`src/rtl/uart_pkg.sv`:
```
// Shared UART definitions: controller states, prescale decode and parity helper.
// Used by both the transmitter and the receiver so their frame handling stays identical.
package uart_pkg;

    localparam int unsigned PrescaleW = 6;

    typedef enum logic [2:0] {
        ST_IDLE   = 3'd0,
        ST_START  = 3'd1,
        ST_DATA   = 3'd2,
        ST_PARITY = 3'd3,
        ST_STOP   = 3'd4
    } uart_state_e;

    // Only 1, 8, 16 and 32 cycles per bit are meaningful; anything else runs at 32.
    function automatic logic [PrescaleW-1:0] prescale_decode(input logic [PrescaleW-1:0] prescale);
        logic [PrescaleW-1:0] n;
        case (prescale)
            6'd1:    n = 6'd1;
            6'd8:    n = 6'd8;
            6'd16:   n = 6'd16;
            default: n = 6'd32;
        endcase
        return n;
    endfunction

    // Zero-extended data leaves the reduction unchanged, so any word up to 32 bits fits.
    function automatic logic calc_parity(input logic [31:0] data, input logic par_typ);
        return par_typ ? ~^data : ^data;
    endfunction

endpackage

```
`src/rtl/uart_tx_bit_timer.sv`:
```
// Per-bit cycle counter: counts 0..n-1 while enabled and flags the last cycle of each bit.
// Wraps to 0 at every bit end, so each new state starts on a fresh count.
module uart_tx_bit_timer
    import uart_pkg::*;
(
    input  logic                 clk,
    input  logic                 rst_n,
    input  logic                 enable,
    input  logic [PrescaleW-1:0] n,
    output logic                 bit_end_c
);

    logic [PrescaleW-1:0] cnt_q;
    logic [PrescaleW-1:0] cnt_d;

    always_comb begin
        bit_end_c = enable && (cnt_q == (n - PrescaleW'(1)));
        cnt_d     = cnt_q + PrescaleW'(1);
        if (!enable || bit_end_c) begin
            cnt_d = '0;
        end
    end

    always_ff @(posedge clk) begin
        if (!rst_n) begin
            cnt_q <= '0;
        end else begin
            cnt_q <= cnt_d;
        end
    end

endmodule

```
`src/rtl/uart_tx.sv`:
```
// UART transmitter: serialises P_DATA as start / data (LSB first) / optional parity / stop.
// Busy drops in the last stop cycle so a held DATA_VALID starts the next frame with no gap.
module uart_tx
    import uart_pkg::*;
#(
    parameter int unsigned Width = 8
) (
    input  logic                 CLK,
    input  logic                 RST,
    input  logic [Width-1:0]     P_DATA,
    input  logic                 DATA_VALID,
    input  logic                 PAR_EN,
    input  logic                 PAR_TYP,
    input  logic [PrescaleW-1:0] Prescale,
    output logic                 TX_OUT,
    output logic                 Busy
);

    localparam int unsigned BitCntW = (Width > 1) ? $clog2(Width) : 1;

    uart_state_e          state_q, state_d;
    logic [Width-1:0]     shift_q, shift_d;
    logic [BitCntW-1:0]   bit_cnt_q, bit_cnt_d;
    logic                 par_en_q, par_en_d;
    logic                 par_bit_q, par_bit_d;
    logic [PrescaleW-1:0] n_q, n_d;
    logic                 tx_q, tx_d;
    logic                 timer_en_c;
    logic                 bit_end_c;
    logic                 accept_c;
    logic                 last_bit_c;

    assign timer_en_c = (state_q != ST_IDLE);

    uart_tx_bit_timer u_bit_timer (
        .clk       (CLK),
        .rst_n     (RST),
        .enable    (timer_en_c),
        .n         (n_q),
        .bit_end_c (bit_end_c)
    );

    // Busy depends only on registered state and timer, never on an input.
    assign Busy       = (state_q != ST_IDLE) && !((state_q == ST_STOP) && bit_end_c);
    assign accept_c   = DATA_VALID && !Busy;
    assign last_bit_c = (bit_cnt_q == BitCntW'(Width - 1));
    assign TX_OUT     = tx_q;

    always_ff @(posedge CLK) begin
        if (!RST) begin
            state_q   <= ST_IDLE;
            shift_q   <= '0;
            bit_cnt_q <= '0;
            par_en_q  <= 1'b0;
            par_bit_q <= 1'b0;
            n_q       <= 6'd32;
            tx_q      <= 1'b1;
        end else begin
            state_q   <= state_d;
            shift_q   <= shift_d;
            bit_cnt_q <= bit_cnt_d;
            par_en_q  <= par_en_d;
            par_bit_q <= par_bit_d;
            n_q       <= n_d;
            tx_q      <= tx_d;
        end
    end

    always_comb begin
        state_d = state_q;
        case (state_q)
            ST_IDLE:   if (accept_c) state_d = ST_START;
            ST_START:  if (bit_end_c) state_d = ST_DATA;
            ST_DATA:   if (bit_end_c && last_bit_c) state_d = par_en_q ? ST_PARITY : ST_STOP;
            ST_PARITY: if (bit_end_c) state_d = ST_STOP;
            ST_STOP:   if (bit_end_c) state_d = accept_c ? ST_START : ST_IDLE;
            default:   state_d = ST_IDLE;
        endcase
    end

    // Frame configuration is frozen at acceptance; the line level follows the next state.
    always_comb begin
        shift_d   = shift_q;
        bit_cnt_d = bit_cnt_q;
        par_en_d  = par_en_q;
        par_bit_d = par_bit_q;
        n_d       = n_q;
        tx_d      = 1'b1;
        if (accept_c) begin
            shift_d   = P_DATA;
            bit_cnt_d = '0;
            par_en_d  = PAR_EN;
            par_bit_d = calc_parity(32'(P_DATA), PAR_TYP);
            n_d       = prescale_decode(Prescale);
        end else if ((state_q == ST_DATA) && bit_end_c) begin
            shift_d   = shift_q >> 1;
            bit_cnt_d = last_bit_c ? '0 : bit_cnt_q + BitCntW'(1);
        end
        case (state_d)
            ST_START:  tx_d = 1'b0;
            ST_DATA:   tx_d = shift_d[0];
            ST_PARITY: tx_d = par_bit_d;
            default:   tx_d = 1'b1;
        endcase
    end

endmodule
```
`config.mk`:
```
export PLATFORM = sky130hd
export DESIGN_NAME = uart_tx
export DESIGN_NICKNAME = d
export VERILOG_FILES = /design/src/rtl/uart_pkg.sv /design/src/rtl/uart_tx_bit_timer.sv /design/src/rtl/uart_tx.sv
export SDC_FILE = /design/constraint.sdc
export NUM_CORES = 1
export LEC_CHECK = 0
export ABC_AREA = 1
export ABC_CLOCK_PERIOD_IN_PS = 1900
export BUFFER_PORTS_ARGS = -buffer_cell sky130_fd_sc_hd__buf_2
export CAP_MARGIN = 20
export CORE_MARGIN = 1
export CORE_UTILIZATION = 32
export DETAILED_ROUTE_END_ITERATION = 7
export GPL_TIMING_DRIVEN = 0
export HOLD_SLACK_MARGIN = 0.03
export PLACE_DENSITY = 0.54
export SETUP_SLACK_MARGIN = 0.02
export SYNTH_ARGS = -nofsm -noshare
export SYNTH_HDL_FRONTEND = slang
export SYNTH_SLANG_ARGS = --single-unit
```
`constraint.sdc`:
```
create_clock -name CLK -period 1.9 [get_ports CLK]
set_input_delay 0.19 -clock CLK [delete_from_list [all_inputs] [get_ports CLK]]
set_output_delay 0.19 -clock CLK [all_outputs]
set_load 0.05 [all_outputs]
```
==> flow_summary.toml <==
[critical_path]
worstSetupPathType = "flop to output pin"
worstSetupStartpointType = "flop"
crit_path_end_kind = "output pin"
worstPathRequired_ps = 1710
worst-endpoint-arrival_ps = 1720
crit_fanout = 3

[sta]
finalHoldViolCount = 0
max_slew_margin = 0.648
fin_crit_ps = 1910
final-max-slew-violation-count = 0
max_slew.worst_pin.slew_ps = 526
timing.clock.skew_ps = 3.75
setup_repair_after_global_routing_missed_its_margin = "true"
fmax_mhz = 524
fin_worst_hold_slack_ps = 183
final.setup.worst_slack_ps = -7.65
portion_of_the_clock_cycle_consumed_by_the_worst_path_in_the_final_layout = 1.00
setup_viol = 1

[logic_synthesis]
simple_gate_share_of_the_synthesized_area = 0.387
synth_seq_cells = 27
dominant_cell_type_by_area_after_synthesis = "sky130_fd_sc_hd__dfxtp_1"
netlist_instances = 244
synth_compound_area_frac = 0.0834
synth.area.mux_share = 0
synth.avg_cell_area_sq_um = 6.58
synthesis.yosys.warnings = 0
synthXorXnorAreaFrac = 0.0436
yosys_most_used_dff = "sky130_fd_sc_hd__dfxtp_1"
synth_sequential_area_ratio = 0.337
yosys.area.top_type_share = 0.337
mappedNetlistArea_sq_mm = 0.00161
synth_top_family_by_area = "simple AND/OR/NAND/NOR gates"
yosys.area_share.adder = 0.0312
synthArstFlopShare = 0
synth-edff-count = 0
synth.top_cells.by_area = "sky130_fd_sc_hd__dfxtp_1, sky130_fd_sc_hd__nand2_1, sky130_fd_sc_hd__inv_1"
synth.net_count = 267
synth.lib_cells_used.distinct = 27

[cells_and_area]
post_route_cells_drive_above_1_share = 0.195
fin_nets = 296
finalCoreUtilization = 0.403
area.growth.synth_to_final_pct = 20.1
area.sequential_sq_um = 543
antenna-diode-count = 0
multi_input_area_sq_um = 906
post-route-cell-area_sq_mm = 0.00193
num-fill-cells = 534

[drt]
firstDrtPassIters = 4
routed-via-count = 1520
routed_wirelength_um = 3400
detail_route.vias_per_cell = 4.48
detail_route.drc_violations = 0
route.antenna.remaining_nets = 0
wire_per_inst_um = 10.0
drt_iter0_markers = 75

[floorplanning]
top_level_ports = 21
floorplan.rows = 25
initial_utilization = 0.335
die_w_um = 72.8
floorplan.core_area_sq_mm = 0.00479
floorplan.die.height_um = 72.8
fp.dieArea_sq_mm = 0.00530

[power]
p_sw_uw = 376
intPower_uw = 847
share_seq_of_total_power = 0.499
power_per_cell_area_mw_per_mm2 = 634
p_leak_uw = 0.000884
clock_network_power_share = 0.281
total_power_draw_uw = 1220
p_comb_frac = 0.221
power_switching_share = 0.307
max-vdd-ir-drop_v = 0.000283

[grt]
maximum_number_of_pins_on_one_net_before_global_route_repair = 17
total_gr_overflow = 0
grt.total_usage = 0.143
grt_first_pass_wirelength_um = 5990
number_of_global_route_vias_before_repair = 1392
antenna_found_initial = 0

[job]
maxCapViolCount = 0

[place]
post_dp_cell_area_sq_mm = 0.00178
hpwlAfterDp_um = 2600
replace_congestion = 0.733
io_buffers = 19

[cts]
clk_latency_ps = 280
numClockSinks = 27
clk_pin_slew_worst_paths_ps = 100
hold_bufs_at_cts = 0
clockRootBuffer = "sky130_fd_sc_hd__clkbuf_8"
cts_tree = "done"
clock_tree.htree_level_count = 1
clock_tree.buffer_depth = 2
cts_buffers = 3

[run_status]
violations = "negative setup slack"
outcome = "finished with violations"

[hold_path]
hp-class = "primary input to flop"
synthesized netlist by cell type, types with 2 or more instances:
cell type and n:
sky130_fd_sc_hd__a21oi_1 9, sky130_fd_sc_hd__a31oi_1 7, sky130_fd_sc_hd__clkbuf_1 2, sky130_fd_sc_hd__dfxtp_1 27, sky130_fd_sc_hd__ha_1 4, sky130_fd_sc_hd__inv_1 40
sky130_fd_sc_hd__nand2_1 76, sky130_fd_sc_hd__nand3_1 24, sky130_fd_sc_hd__nand3_4 2, sky130_fd_sc_hd__nand4_1 6, sky130_fd_sc_hd__nor2_1 16, sky130_fd_sc_hd__nor2_2 2
sky130_fd_sc_hd__nor3_1 5, sky130_fd_sc_hd__o21ai_0 5, sky130_fd_sc_hd__xnor2_1 3, sky130_fd_sc_hd__xor2_1 5
flip-flops by register name, summed over array words and instances (netlist names):
register / flops
par_bit_q: 1
shift_q: 8
TX_OUT: 1
u_bit_timer.cnt_q: 6
state_q: 3
n_q: 4
bit_cnt_q: 3
par_en_q: 1
final timing paths:
check,slack (ps),to,start,cells past startpoint
worst min-delay path,180,shift_q[7],P_DATA[7],3
worst max-delay path,-8,Busy,n_q[0],10
worst max register to register,30,TX_OUT,n_q[0],14
worst min register to register,470,u_bit_timer.cnt_q[0],u_bit_timer.cnt_q[0],1
per-layer routing:
layer | vias to the layer above | part of all wire | track usage
met1 | 656 | 0.55 | 0.196
met4 | 0 | 0.013 | 0.0458
met5 | - | 0 | 0
met3 | 4 | 0.022 | 0.0166
met2 | 29 | 0.42 | 0.235
li1 | 831 | - | -
cell type report:
class                           instances  share of cell area
Timing Repair Buffer                   24              0.0805
Multi-Input combinational cell        171               0.470
Clock buffer                            3              0.0214
Tap cell                               67              0.0435
Sequential cell                        27               0.282
Buffer                                  4              0.0136
Inverter                               42              0.0857
Clock inverter                          1             0.00389
worst max-delay path: stages, from the launching register on:
cell and delay, ps:
sky130_fd_sc_hd__dfxtp_2 360, sky130_fd_sc_hd__inv_2 50, sky130_fd_sc_hd__ha_4 270, sky130_fd_sc_hd__nand2_2 40
sky130_fd_sc_hd__nand2_1 80, sky130_fd_sc_hd__inv_1 50, sky130_fd_sc_hd__nor2_2 120, sky130_fd_sc_hd__nand3_4 120
sky130_fd_sc_hd__nand2_4 110, sky130_fd_sc_hd__nand2_2 60, sky130_fd_sc_hd__buf_8 170
cells in the final DEF (no fill, tap or decap), types with 4 or more instances in the layout:
cell,Yosys,layout
sky130_fd_sc_hd__nand2_1,76,72
sky130_fd_sc_hd__nand2_2,1,5
sky130_fd_sc_hd__inv_1,40,36
sky130_fd_sc_hd__buf_4,1,5
sky130_fd_sc_hd__a31oi_1,7,7
sky130_fd_sc_hd__o21ai_0,5,4
sky130_fd_sc_hd__nor3_1,5,5
sky130_fd_sc_hd__a21oi_1,9,9
sky130_fd_sc_hd__nor2_1,16,15
sky130_fd_sc_hd__nand3_1,24,23
sky130_fd_sc_hd__xor2_1,5,5
sky130_fd_sc_hd__nand4_1,6,6
sky130_fd_sc_hd__buf_2,0,18
sky130_fd_sc_hd__dfxtp_1,27,25
power groups by stage:
stage	clock [uW]	sequential (uW)	combinational (uW)
after global routing	387	613	307
final	343	610	270
after CTS	356	610	263
after global placement	0	622	241
after floorplan	0	626	174
after detailed placement	0	622	243
kinds of logic (layout without fill, tap and decap cells):
| kind of cell | after synthesis | count (layout) |
|---|---|---|
| buf+inv | 46 | 74 |
| fa+ha+maj | 4 | 4 |
| flops | 27 | 27 |
| simple gates | 136 | 136 |
| compound gates | 23 | 23 |
| xor+xnor | 8 | 8 |
metrics by stage:
stage	cells	setup TNS (ps)	setup slack [ps]
after global placement	330	-2180	-218
final	339	-7.65	-7.65
after floorplan	244	0	91.0
after detailed placement	330	-2530	-229
after CTS	337	-6.03	-6.03
after global routing	339	-773	-106
timing repair:
action / 4_1_cts / 5_1_grt
endpoints found under the hold margin: 0 / 0
setup endpoints to repair: 20 / 18
setup buffers: 3 / 2
resized for setup: 12 / 6
pin swaps: 5 / 0
Power figures use the tool's default switching activity.
